File: config.mk
export PLATFORM = sky130hd
export DESIGN_NAME = skinny_sbox8_inv_dom1_iter
export DESIGN_NICKNAME = d
export VERILOG_FILES = /design/src/rtl/skinny_sbox_pkg.sv /design/src/rtl/dom1_and_indep.sv /design/src/rtl/skinny_sbox8_inv_dom1_iter.sv
export SDC_FILE = /design/constraint.sdc
export NUM_CORES = 1
export LEC_CHECK = 0
export ABC_AREA = 1
export CORE_ASPECT_RATIO = 0.7
export CORE_MARGIN = 4
export CORE_UTILIZATION = 59
export CTS_BUF_LIST = sky130_fd_sc_hd__clkbuf_4
export DETAILED_ROUTE_END_ITERATION = 16
export PLACE_DENSITY = 0.86
export SLEW_MARGIN = 40
export SYNTH_ARGS = -nofsm -noshare
export SYNTH_HDL_FRONTEND = slang
export SYNTH_SLANG_ARGS = --single-unit
export TNS_END_PERCENT = 10
File: constraint.sdc
create_clock -name clk -period 2.7 [get_ports clk]
set_input_delay 0.27 -clock clk [delete_from_list [all_inputs] [get_ports clk]]
set_output_delay 0.27 -clock clk [all_outputs]
set_load 0.02 [all_outputs]
File: src/rtl/skinny_sbox_pkg.sv
// Shared definitions for the masked, iterative inverse SKINNY-128 8-bit S-box:
// FSM encoding, layer count and the per-layer inverse bit permutations.
package skinny_sbox_pkg;

    localparam int unsigned N_LAYERS = 4;

    typedef enum logic [1:0] {
        ST_IDLE = 2'd0,
        ST_RUN  = 2'd1,
        ST_DONE = 2'd2
    } state_t;

    // Packed source indices, 3 bits per output bit: out[i] = in[IDX[3*i +: 3]].
    // Layer 0 undoes the final bit-1/bit-2 swap; layers 1..3 undo the full permutation.
    localparam logic [23:0] INV_SWAP_IDX = {3'd7, 3'd6, 3'd5, 3'd4, 3'd3, 3'd1, 3'd2, 3'd0};
    localparam logic [23:0] INV_P_IDX    = {3'd5, 3'd4, 3'd0, 3'd3, 3'd1, 3'd7, 3'd6, 3'd2};

    function automatic logic [7:0] inv_layer_perm(input logic [7:0] x, input logic first);
        logic [23:0] idx;
        logic [7:0]  y;
        idx = first ? INV_SWAP_IDX : INV_P_IDX;
        y   = '0;
        for (int unsigned i = 0; i < 8; i++) begin
            y[i] = x[idx[3*i +: 3]];
        end
        return y;
    endfunction

endpackage

File: src/rtl/dom1_and_indep.sv
// First-order DOM AND gadget on two Boolean shares; the cross-domain terms are
// refreshed with one random bit and registered before being integrated.
module dom1_and_indep (
    input  logic clk,
    input  logic rst_n,
    input  logic i_en,
    input  logic i_x1,
    input  logic i_x0,
    input  logic i_y1,
    input  logic i_y0,
    input  logic i_r,
    output logic o_z1,
    output logic o_z0
);

    logic r_c1;
    logic r_c0;

    always_ff @(posedge clk or negedge rst_n) begin
        if (!rst_n) begin
            r_c1 <= 1'b0;
            r_c0 <= 1'b0;
        end else if (i_en) begin
            r_c1 <= (i_x1 & i_y0) ^ i_r;
            r_c0 <= (i_x0 & i_y1) ^ i_r;
        end
    end

    assign o_z1 = (i_x1 & i_y1) ^ r_c1;
    assign o_z0 = (i_x0 & i_y0) ^ r_c0;

endmodule

File: src/rtl/skinny_sbox8_inv_dom1_iter.sv
// Masked (DOM1) inverse SKINNY-128 8-bit S-box, one inverse layer every two
// cycles: phase 0 registers cross terms, phase 1 updates both share registers.
module skinny_sbox8_inv_dom1_iter
    import skinny_sbox_pkg::*;
(
    input  logic       clk,
    input  logic       rst_n,
    input  logic       in_valid,
    output logic       in_ready,
    input  logic [7:0] si_1,
    input  logic [7:0] si_0,
    input  logic [1:0] r,
    output logic       out_valid,
    input  logic       out_ready,
    output logic [7:0] so_1,
    output logic [7:0] so_0
);

    localparam logic [1:0] LAST_LAYER = 2'(N_LAYERS - 1);

    state_t     r_state;
    state_t     w_state_nxt;
    logic [1:0] r_layer;
    logic       r_phase;
    logic [7:0] r_s1;
    logic [7:0] r_s0;
    logic [7:0] r_so1;
    logic [7:0] r_so0;

    logic [7:0] w_p1;
    logic [7:0] w_p0;
    logic [1:0] w_z1;
    logic [1:0] w_z0;
    logic [7:0] w_upd1;
    logic [7:0] w_upd0;
    logic       w_en_cross;
    logic       w_last;

    assign w_p1       = inv_layer_perm(r_s1, r_layer == 2'd0);
    assign w_p0       = inv_layer_perm(r_s0, r_layer == 2'd0);
    assign w_en_cross = (r_state == ST_RUN) && !r_phase;
    assign w_last     = (r_state == ST_RUN) && r_phase && (r_layer == LAST_LAYER);

    // NOR(a,b) = ~a & ~b; the complement is applied to share 1 only.
    dom1_and_indep u_and_hi (
        .clk   (clk),
        .rst_n (rst_n),
        .i_en  (w_en_cross),
        .i_x1  (~w_p1[7]),
        .i_x0  (w_p0[7]),
        .i_y1  (~w_p1[6]),
        .i_y0  (w_p0[6]),
        .i_r   (r[0]),
        .o_z1  (w_z1[0]),
        .o_z0  (w_z0[0])
    );

    dom1_and_indep u_and_lo (
        .clk   (clk),
        .rst_n (rst_n),
        .i_en  (w_en_cross),
        .i_x1  (~w_p1[3]),
        .i_x0  (w_p0[3]),
        .i_y1  (~w_p1[2]),
        .i_y0  (w_p0[2]),
        .i_r   (r[1]),
        .o_z1  (w_z1[1]),
        .o_z0  (w_z0[1])
    );

    assign w_upd1 = w_p1 ^ {3'b000, w_z1[0], 3'b000, w_z1[1]};
    assign w_upd0 = w_p0 ^ {3'b000, w_z0[0], 3'b000, w_z0[1]};

    always_ff @(posedge clk or negedge rst_n) begin
        if (!rst_n) begin
            r_state <= ST_IDLE;
        end else begin
            r_state <= w_state_nxt;
        end
    end

    always_comb begin
        w_state_nxt = r_state;
        case (r_state)
            ST_IDLE: if (in_valid)  w_state_nxt = ST_RUN;
            ST_RUN:  if (w_last)    w_state_nxt = ST_DONE;
            ST_DONE: if (out_ready) w_state_nxt = ST_IDLE;
            default:                w_state_nxt = ST_IDLE;
        endcase
    end

    always_ff @(posedge clk or negedge rst_n) begin
        if (!rst_n) begin
            r_layer <= '0;
            r_phase <= 1'b0;
            r_s1    <= '0;
            r_s0    <= '0;
            r_so1   <= '0;
            r_so0   <= '0;
        end else begin
            case (r_state)
                ST_IDLE: begin
                    if (in_valid) begin
                        r_s1    <= si_1;
                        r_s0    <= si_0;
                        r_layer <= '0;
                        r_phase <= 1'b0;
                    end
                end
                ST_RUN: begin
                    r_phase <= ~r_phase;
                    if (r_phase) begin
                        r_s1    <= w_upd1;
                        r_s0    <= w_upd0;
                        r_layer <= r_layer + 2'd1;
                        if (w_last) begin
                            r_so1 <= w_upd1;
                            r_so0 <= w_upd0;
                        end
                    end
                end
                default: begin
                end
            endcase
        end
    end

    assign in_ready  = (r_state == ST_IDLE);
    assign out_valid = (r_state == ST_DONE);
    assign so_1      = r_so1;
    assign so_0      = r_so0;

endmodule
Word level (Yosys, flattened, before mapping) --
Index checks and enable logic that the tools add are counted.
Word-level totals: bits in registers 41, bits of input ports 22, output and inout port bits 18, logic and storage cells 109
Operators by class: $add $sub $neg 1, $lt $le $gt $ge 8, eq/ne operators 7, muxes and demuxes 48, bitwise gates (word level) 23, reduce and logical (&&, ||, !) cells 11
Operator list (count):
- binary-select mux 1 bit (select 3 bit) | 16
- less-than comparator 3 x 4 -> 1 bit, second input constant | 8
- 2-to-1 mux 8 bit | 4
- one-hot mux 8 bit (2 select lines) | 2
- 2-to-1 mux 23 bit | 1
- 2-to-1 mux 1 bit | 17
- XOR 8 x 5 -> 8 bit | 2
- 2-to-1 mux 2 bit | 5
- AND reduction 3 bit | 3
- bitwise AND 1 bit | 8
- XOR 1 bit | 8
- inequality test 2 bit, second input constant | 3
- one-hot mux 2 bit (3 select lines) | 1
- NOT 1 bit | 5
- == test 2 bit, second input constant | 2
- logical NOT 2 bit | 2
- one-hot mux 2 bit (2 select lines) | 1
- logical AND 1 bit | 3
- adder 2 x 1 -> 2 bit, second input constant | 1
- == test 2 x 1 -> 1 bit, second input constant | 1
- inequality test 2 x 1 -> 1 bit, second input constant | 1
- one-hot mux 1 bit (2 select lines) | 1
- AND reduction 2 bit | 1
- nonzero test 2 bit | 1
- logical NOT 1 bit | 1

Logic depth before layout (Yosys ltp) --
Gate-level depths: netlist of the first run.
depth after elaboration 10, depth in mapped cells 13, depth with buffers taken out 11

Modules after synthesis --
A second synthesis of the first run with hierarchy kept.
Second synthesis, totals: cell total of the unflattened synthesis 336, area, all modules 2301.0 um^2
Modules (own cells, without submodules):
- skinny_sbox8_inv_dom1_iter | instances 1, cells each 296, area an instance 2035.7 um^2, seq. area each 925.9 um^2
- dom1_and_indep | instances 2, cells each 20, area an instance 132.6 um^2, seq. area each 50.0 um^2

Worst setup path before layout of the first run --
OpenSTA, ideal clock, no wires.
kind reg-to-reg, start point register r_layer[0], end point register r_s0[1], setup time 0.125 ns, data arrival time 1.335 ns, data required time 2.575 ns, setup slack 1.240 ns, cell stages (with the launch flop) 10, period minus slack after synthesis 1.460 ns, path through dfrtp_1 -> inv_1 -> ha_1 -> buf_4 -> buf_2 -> nand2_1 -> o21ai_1 -> nand2_1 -> o211ai_1 -> o21ai_2
On the way: cells in the longest elaborated chain, start to end 7
Ends and longest elaborated chain:
- from (decl) | RTL line skinny_sbox8_inv_dom1_iter.sv:23 | logic [1:0] r_layer;
- from (signal assigned) | RTL line skinny_sbox8_inv_dom1_iter.sv:115 | r_layer <= r_layer + 2'd1;
- logical NOT 2 bit | RTL line skinny_sbox8_inv_dom1_iter.sv:40 | assign w_p0 = inv_layer_perm(r_s0, r_layer == 2'd0);
- 2-to-1 mux 23 bit | RTL line skinny_sbox_pkg.sv:21 | idx = first ? INV_SWAP_IDX : INV_P_IDX;
- binary-select mux 1 bit (select 3 bit) | RTL line skinny_sbox_pkg.sv:24 | y[i] = x[idx[3*i +: 3]];
- 2-to-1 mux 1 bit (implied by the code) | RTL line skinny_sbox_pkg.sv:24
- XOR 8 x 5 -> 8 bit | RTL line skinny_sbox8_inv_dom1_iter.sv:72 | assign w_upd0 = w_p0 ^ {3'b000, w_z0[0], 3'b000, w_z0[1]};
- 2-to-1 mux 8 bit | RTL line skinny_sbox8_inv_dom1_iter.sv:112 | if (r_phase) begin
- one-hot mux 8 bit (2 select lines) | RTL line skinny_sbox8_inv_dom1_iter.sv:101 | case (r_state)
- to (signal assigned) | RTL line skinny_sbox8_inv_dom1_iter.sv:105 | r_s0 <= si_0;
- to (signal assigned) | RTL line skinny_sbox8_inv_dom1_iter.sv:114 | r_s0 <= w_upd0;
- to (decl) | RTL line skinny_sbox8_inv_dom1_iter.sv:26 | logic [7:0] r_s0;
No other way between the ends. The select of a mux whose other input is x is not followed. A chain may end at the register's enable or synchronous reset.

Worst setup path after layout of the first run --
start point register r_state[0], end point output in_ready
On the way: cells in the longest elaborated chain, start to end 1
Ends and longest elaborated chain:
- from (decl) | RTL line skinny_sbox8_inv_dom1_iter.sv:21 | state_t r_state;
- from (signal assigned) | RTL line skinny_sbox8_inv_dom1_iter.sv:78 | r_state <= w_state_nxt;
- logical NOT 2 bit | RTL line skinny_sbox8_inv_dom1_iter.sv:128 | assign in_ready = (r_state == ST_IDLE);
- to (decl) | RTL line skinny_sbox8_inv_dom1_iter.sv:9 | output logic in_ready,
No other way between the ends.

==> results of run 1 <==
[final cells by class]
cell class | instances | area [um2]
multi-input combinational | 216 | 1120
fill | 332 | 1110
inverter | 32 | 125
clock buffer | 8 | 60.1
sequential | 41 | 1030
tap | 52 | 65.1
timing repair buffer | 42 | 413
[worst max-delay path: cells and delay by family (launching register included)]
kind / cells / cell delay [ns]
buf+inv: 1 / 0.62
flops: 1 / 0.46
simple gates: 1 / 0.16
[kinds of logic (layout without fill, tap and decap cells)]
kind of cell,Yosys count,count (layout),share of synthesized area
compound gates,49,49,0.163
buf+inv,44,82,0.101
fa+ha+maj,3,3,0.0157
simple gates,160,160,0.277
flops,41,41,0.429
xor+xnor,4,4,0.0146
[synthesized netlist by cell type]
master,n
nand2_4,2
dfrtp_1,41
ha_1,3
inv_2,4
o211ai_1,4
o21ai_2,22
a21oi_2,1
nand2_1,124
buf_4,4
o21ai_1,6
o211ai_2,6
inv_6,1
nand2_2,3
nand3_2,1
a21oi_1,2
buf_2,1
o21ai_0,7
inv_1,27
buf_6,5
nor2_2,2
xor2_1,4
nor2_4,1
nand3_1,17
buf_12,1
clkbuf_2,1
o31ai_1,1
nor2_1,10
[per-layer routing]
metal | vias to the layer above | wire, um
met2 | 58 | 2200
met5 | - | 0
met4 | 0 | 50
met1 | 902 | 2510
li1 | 1026 | -
met3 | 7 | 313
[power by group]
group	internal, W	switching [W]	total [W]
sequential	0.000921	0.000202	0.00112
combinational	0.000928	0.00160	0.00253
clock	0.000134	0.000189	0.000323
total	0.00198	0.00199	0.00397
[state kept, by name, summed over array words and instances, names as in the netlist]
| signal | cells |
|---|---|
| r_layer | 2 |
| r_phase | 1 |
| r_s0 | 8 |
| r_s1 | 8 |
| r_state | 2 |
| so_0 | 8 |
| so_1 | 8 |
| u_and_hi.r_c0 | 1 |
| u_and_hi.r_c1 | 1 |
| u_and_lo.r_c0 | 1 |
| u_and_lo.r_c1 | 1 |
[worst max-delay path by stage]
stage / start / to / cells after the start
2_1_floorplan: r_layer[0] / r_s0[1] / 9
3_3_place_gp: r_layer[0] / r_s1[4] / 11
3_5_place_dp: r_layer[0] / r_s1[0] / 11
4_1_cts: r_state[0] / in_ready / 2
5_1_grt: r_layer[0] / r_s1[4] / 11
6_report: r_state[0] / in_ready / 2
[stage by stage]
step,total power (W),area (um2),utilization
global placement,0.00359,2740,0.699
global route,0.00438,2810,0.717
finish,0.00397,2810,0.717
floorplan,0.00312,2390,-
detailed placement,0.00366,2740,0.700
CTS,0.00399,2810,0.717
==> flow_metrics.env, run 1 <==
export IMPL_critPathLaunchType="flop"
export IMPL_clkSlewWorstSetupHoldPaths_ns=0.12
export IMPL_peakVddDrop_mv=1.10
export IMPL_cp_slowest_cell="clkdlybuf4s50_1"
export IMPL_rrSetupSlack_ns=0.86
export IMPL_max_slew_margin=0.614
export IMPL_ys_types=27
export IMPL_hold_ws_ns=0.427
export IMPL_drtIter0Drc=125
export IMPL_instances_no_fill=391
export IMPL_ff2ff_path_depth=11
export IMPL_final_common_cell="nand2_1"
export IMPL_hold_viol_final=0
export IMPL_critPathMaxStageDelay_ns=0.62
export IMPL_synth_net_count=326
export IMPL_hold_buffers=1
export IMPL_rsz0062_at_grt="false"
export IMPL_dpl_hpwl_um=3780
export IMPL_fin_crit_ns=1.85
export IMPL_cts_setup_buffers=0
export IMPL_layout_setup_ws_ns=0.850
export IMPL_wl_per_cell_um=13.0
export IMPL_grt_overflow=0
export IMPL_start_util=0.610
export IMPL_cts_buffers=5
export IMPL_fin_tns_setup_ns=0
export IMPL_yosys_area_top_type_share=0.429
export IMPL_fmax_mhz=541
export IMPL_clockRootBuffer="clkbuf_4"
export IMPL_postRouteAntennaNets=0
export IMPL_grt_pass1_vias=1865
export IMPL_drive_gt1_frac=0.159
export IMPL_grt_util_met1=0.319
export IMPL_cts_sinks=41
export IMPL_yosys_warnings=0
export IMPL_drc=0
export IMPL_arrival_ns=1.58
export IMPL_gr_max_usage_layer="met2"
export IMPL_gp_congestion=0.890
export IMPL_path_max_fanout=5
export IMPL_clock_latency_ns=0.34
export IMPL_vias_per_cell=5.10
export IMPL_syn_inst=301
export IMPL_die_h_um=61.3
export IMPL_antenna_found_initial=0
export IMPL_core_area_um2=3920
export IMPL_area_growth_pct=17.6
export IMPL_totalWireLength_um=5070
export IMPL_insertedDiodeCount=0
export IMPL_finalMaxSlewViolations=0
export IMPL_chipWidth_um=84.1
export IMPL_cp_end_kind="output pin"
export IMPL_critical_path_required_ns=2.43
export IMPL_io_buffers=39
export IMPL_track_usage=0.218
export IMPL_grt_first_pass_wirelength_um=8840
export IMPL_timing_final_crit_share=0.685
export IMPL_cts_buffer_depth=2
export IMPL_ys_seq_elements=41
export IMPL_post_cts_resized=0
export IMPL_grt_max_degree=42
export IMPL_drt_pass1_iterations=4
export IMPL_finalSetupViolCount=0
export IMPL_num_vias=1993
export IMPL_reg2reg_from="r_layer[0]"
export IMPL_outcome="complete, no violations"
export IMPL_post_place_ws_ns=0.887
export IMPL_tightest_slew_ns=0.579
export IMPL_yosys_top_cells_area="dfrtp_1 43%, nand2_1 19%, o21ai_2 8.1%"
export IMPL_nets=363
export IMPL_cp_cell_sequence="nor2_2 -> clkdlybuf4s50_1"
export IMPL_power_per_cell_area_nw_per_um2=1410
export IMPL_h_tree_depth=2
export IMPL_fin_skew_ns=0.00802
export IMPL_synth_area_leader_cell="dfrtp_1"
export IMPL_maxCapViolations=0
export IMPL_p_leak_nw=1.42
export IMPL_grt_use_met3=0.0441
export IMPL_seq_area_frac_synth=0.429
export IMPL_avgSynthCellArea_um2=7.95
export IMPL_r2r_end="r_s1[0]"
export IMPL_met2_usage=0.338
export IMPL_layout_common_cells="124 x nand2_1, 41 x dfrtp_1, 38 x clkdlybuf4s50_1, 27 x inv_1, 22 x o21ai_2"
export IMPL_rows=19
export IMPL_netlist_area_um2=2390
export IMPL_numPlacedInstances=382
export IMPL_die_area_um2=5150
export IMPL_ios=40
export IMPL_cts_tree="built"
export IMPL_worstHoldPathType="in2async"
export IMPL_crit_type="reg2out"
Note: power is estimated with default switching activity, not from simulation.
==> run 2: changes to the inputs <==
Settings changed: CORE_UTILIZATION 59 to 55, PLACE_DENSITY 0.86 to 0.81.
Clock period 2.7 ns to 1.8 ns, I/O delays scaled along.
==> run 2 against run 1 <==
  * Core utilization decreased by 0.70 points
  * Hold slack got worse by 0.13 ns
  * Count of clock-buffer cells in the layout decreased by 2
  * Clock power increased by 36%
  * Sequential share of layout area decreased by 0.93 points
  * Power increased by 53%
  * Setup slack got worse by 0.69 ns
  * Critical path depth increased by 8
  * Via count increased by 4.4%
  * Critical path type is now reg2reg
==> flow_metrics.env, run 2 (synthesis results as in run 1) <==
export IMPL_layout_common_cells="124 x nand2_1, 41 x dfrtp_1, 36 x clkdlybuf4s50_1, 26 x inv_1, 22 x o21ai_2"
export IMPL_grt_overflow=0
export IMPL_wl_per_cell_um=13.8
export IMPL_clockRootBuffer="clkbuf_4"
export IMPL_rsz0062_at_grt="false"
export IMPL_outcome="complete, no violations"
export IMPL_start_util=0.588
export IMPL_drt_pass1_iterations=4
export IMPL_fin_crit_ns=1.64
export IMPL_power_per_cell_area_nw_per_um2=2100
export IMPL_clock_latency_ns=0.34
export IMPL_cts_sinks=41
export IMPL_drive_gt1_frac=0.173
export IMPL_area_growth_pct=20.7
export IMPL_vias_per_cell=5.28
export IMPL_track_usage=0.211
export IMPL_worstSetupStartpoint="r_layer[1]"
export IMPL_rows=19
export IMPL_io_buffers=39
export IMPL_die_area_um2=5490
export IMPL_max_slew_margin=0.697
export IMPL_core_area_um2=4070
export IMPL_finalSetupViolCount=0
export IMPL_maxCapViolations=0
export IMPL_tightest_slew_ns=0.454
export IMPL_h_tree_depth=2
export IMPL_grt_pass1_vias=1989
export IMPL_cts_buffers=5
export IMPL_worstHoldPathType="in2async"
export IMPL_hold_viol_final=0
export IMPL_post_place_ws_ns=0.0486
export IMPL_antenna_found_initial=0
export IMPL_grt_max_degree=25
export IMPL_finalMaxSlewViolations=0
export IMPL_path_max_fanout=8
export IMPL_chipWidth_um=86.8
export IMPL_nets=367
export IMPL_peakVddDrop_mv=1.41
export IMPL_cts_buffer_depth=2
export IMPL_arrival_ns=1.88
export IMPL_reg2reg_from="r_layer[1]"
export IMPL_dpl_hpwl_um=4100
export IMPL_cts_tree="built"
export IMPL_critPathLaunchType="flop"
export IMPL_clkSlewWorstSetupHoldPaths_ns=0.11
export IMPL_cp_end_kind="flop"
export IMPL_fmax_mhz=609
export IMPL_totalWireLength_um=5430
export IMPL_ios=40
export IMPL_crit_type="reg2reg"
export IMPL_num_vias=2081
export IMPL_critical_path_required_ns=2.04
export IMPL_drc=0
export IMPL_grt_first_pass_wirelength_um=9180
export IMPL_fin_skew_ns=0.00403
export IMPL_final_common_cell="nand2_1"
export IMPL_fin_tns_setup_ns=0
export IMPL_layout_setup_ws_ns=0.158
export IMPL_insertedDiodeCount=0
export IMPL_postRouteAntennaNets=0
export IMPL_timing_final_crit_share=0.912
export IMPL_die_h_um=63.2
export IMPL_drtIter0Drc=188
export IMPL_p_leak_nw=1.48
export IMPL_gp_congestion=0.912
-- run 2: changes by cell type in the layout (fill, tap and decap cells not counted), sizes merged --
cell | before | now
clkdlybuf4s50 | 38 | 36
clkbuf | 8 | 6
clkinv | 0 | 1
dlymetal6s2s | 0 | 2
buf | 3 | 7
-- run 2: repair_timing --
| item | CTS | global route |
|---|---|---|
| endpoints found under the hold margin | 18 | 0 |
| setup endpoints to repair | 0 | 12 |
| gates resized for setup | 0 | 6 |
| buffers inserted | 0 | 0 |
| hold buffers | 1 | 0 |
-- run 2: power breakdown --
part	total (W)	leakage (nW)	internal (W)	switching (W)
logic	0.00394	0.944	0.00148	0.00246
clock network	0.000440	0.0292	0.000157	0.000282
registers	0.00169	0.507	0.00138	0.000309
total	0.00607	1.48	0.00302	0.00305
-- run 2: area by class of cell --
type | count | area [um2]
Sequential cell | 41 | 1030
Tap cell | 52 | 65.1
Clock inverter | 1 | 3.75
Timing Repair Buffer | 46 | 483
Inverter | 32 | 125
Fill cell | 347 | 1180
Multi-Input combinational cell | 216 | 1140
Clock buffer | 6 | 45.0
-- run 2: critical path, cell delays in order (launching register included) --
cell     delay (ns)
dfrtp_1        0.40
inv_1          0.14
ha_2           0.23
buf_4          0.16
nand2_1        0.06
nand2_1        0.15
nand2_1        0.09
nand3_1        0.10
nand3_1        0.09
nand2_1        0.08
nand2_1        0.05
-- run 2: layer usage --
metal / wire, um / up-vias / track usage
met3: 341 / 6 / 0.0469
met1: 2550 / 985 / 0.295
met2: 2470 / 59 / 0.314
met4: 70 / 0 / 0.0856
li1: - / 1031 / -
met5: 0 / - / 0
-- run 2: worst paths after layout --
path	endpoint	slack, ns	cells past startpoint
worst max-delay path	r_s1[0]	0.16	10
worst min-delay path	so_1[1]	0.30	2
worst max register to register	r_s1[0]	0.16	10
worst min register to register	so_1[6]	0.49	2
max in group asynchronous	r_s0[0]	1.02	3
min in group clk	r_state[1]	0.40	2
-- run 2: per-stage QoR --
stage                     utilization  hold slack [ns]  std cells  instance area (um2)  power (W)
final                           0.710            0.300        394                 2890    0.00607
after detailed placement        0.691            0.153        386                 2810    0.00560
after floorplan                     -           -0.116        301                 2390    0.00468
after global placement          0.691            0.151        386                 2810    0.00548
after global routing            0.710            0.321        394                 2890    0.00665
after CTS                       0.705            0.302        394                 2870    0.00604
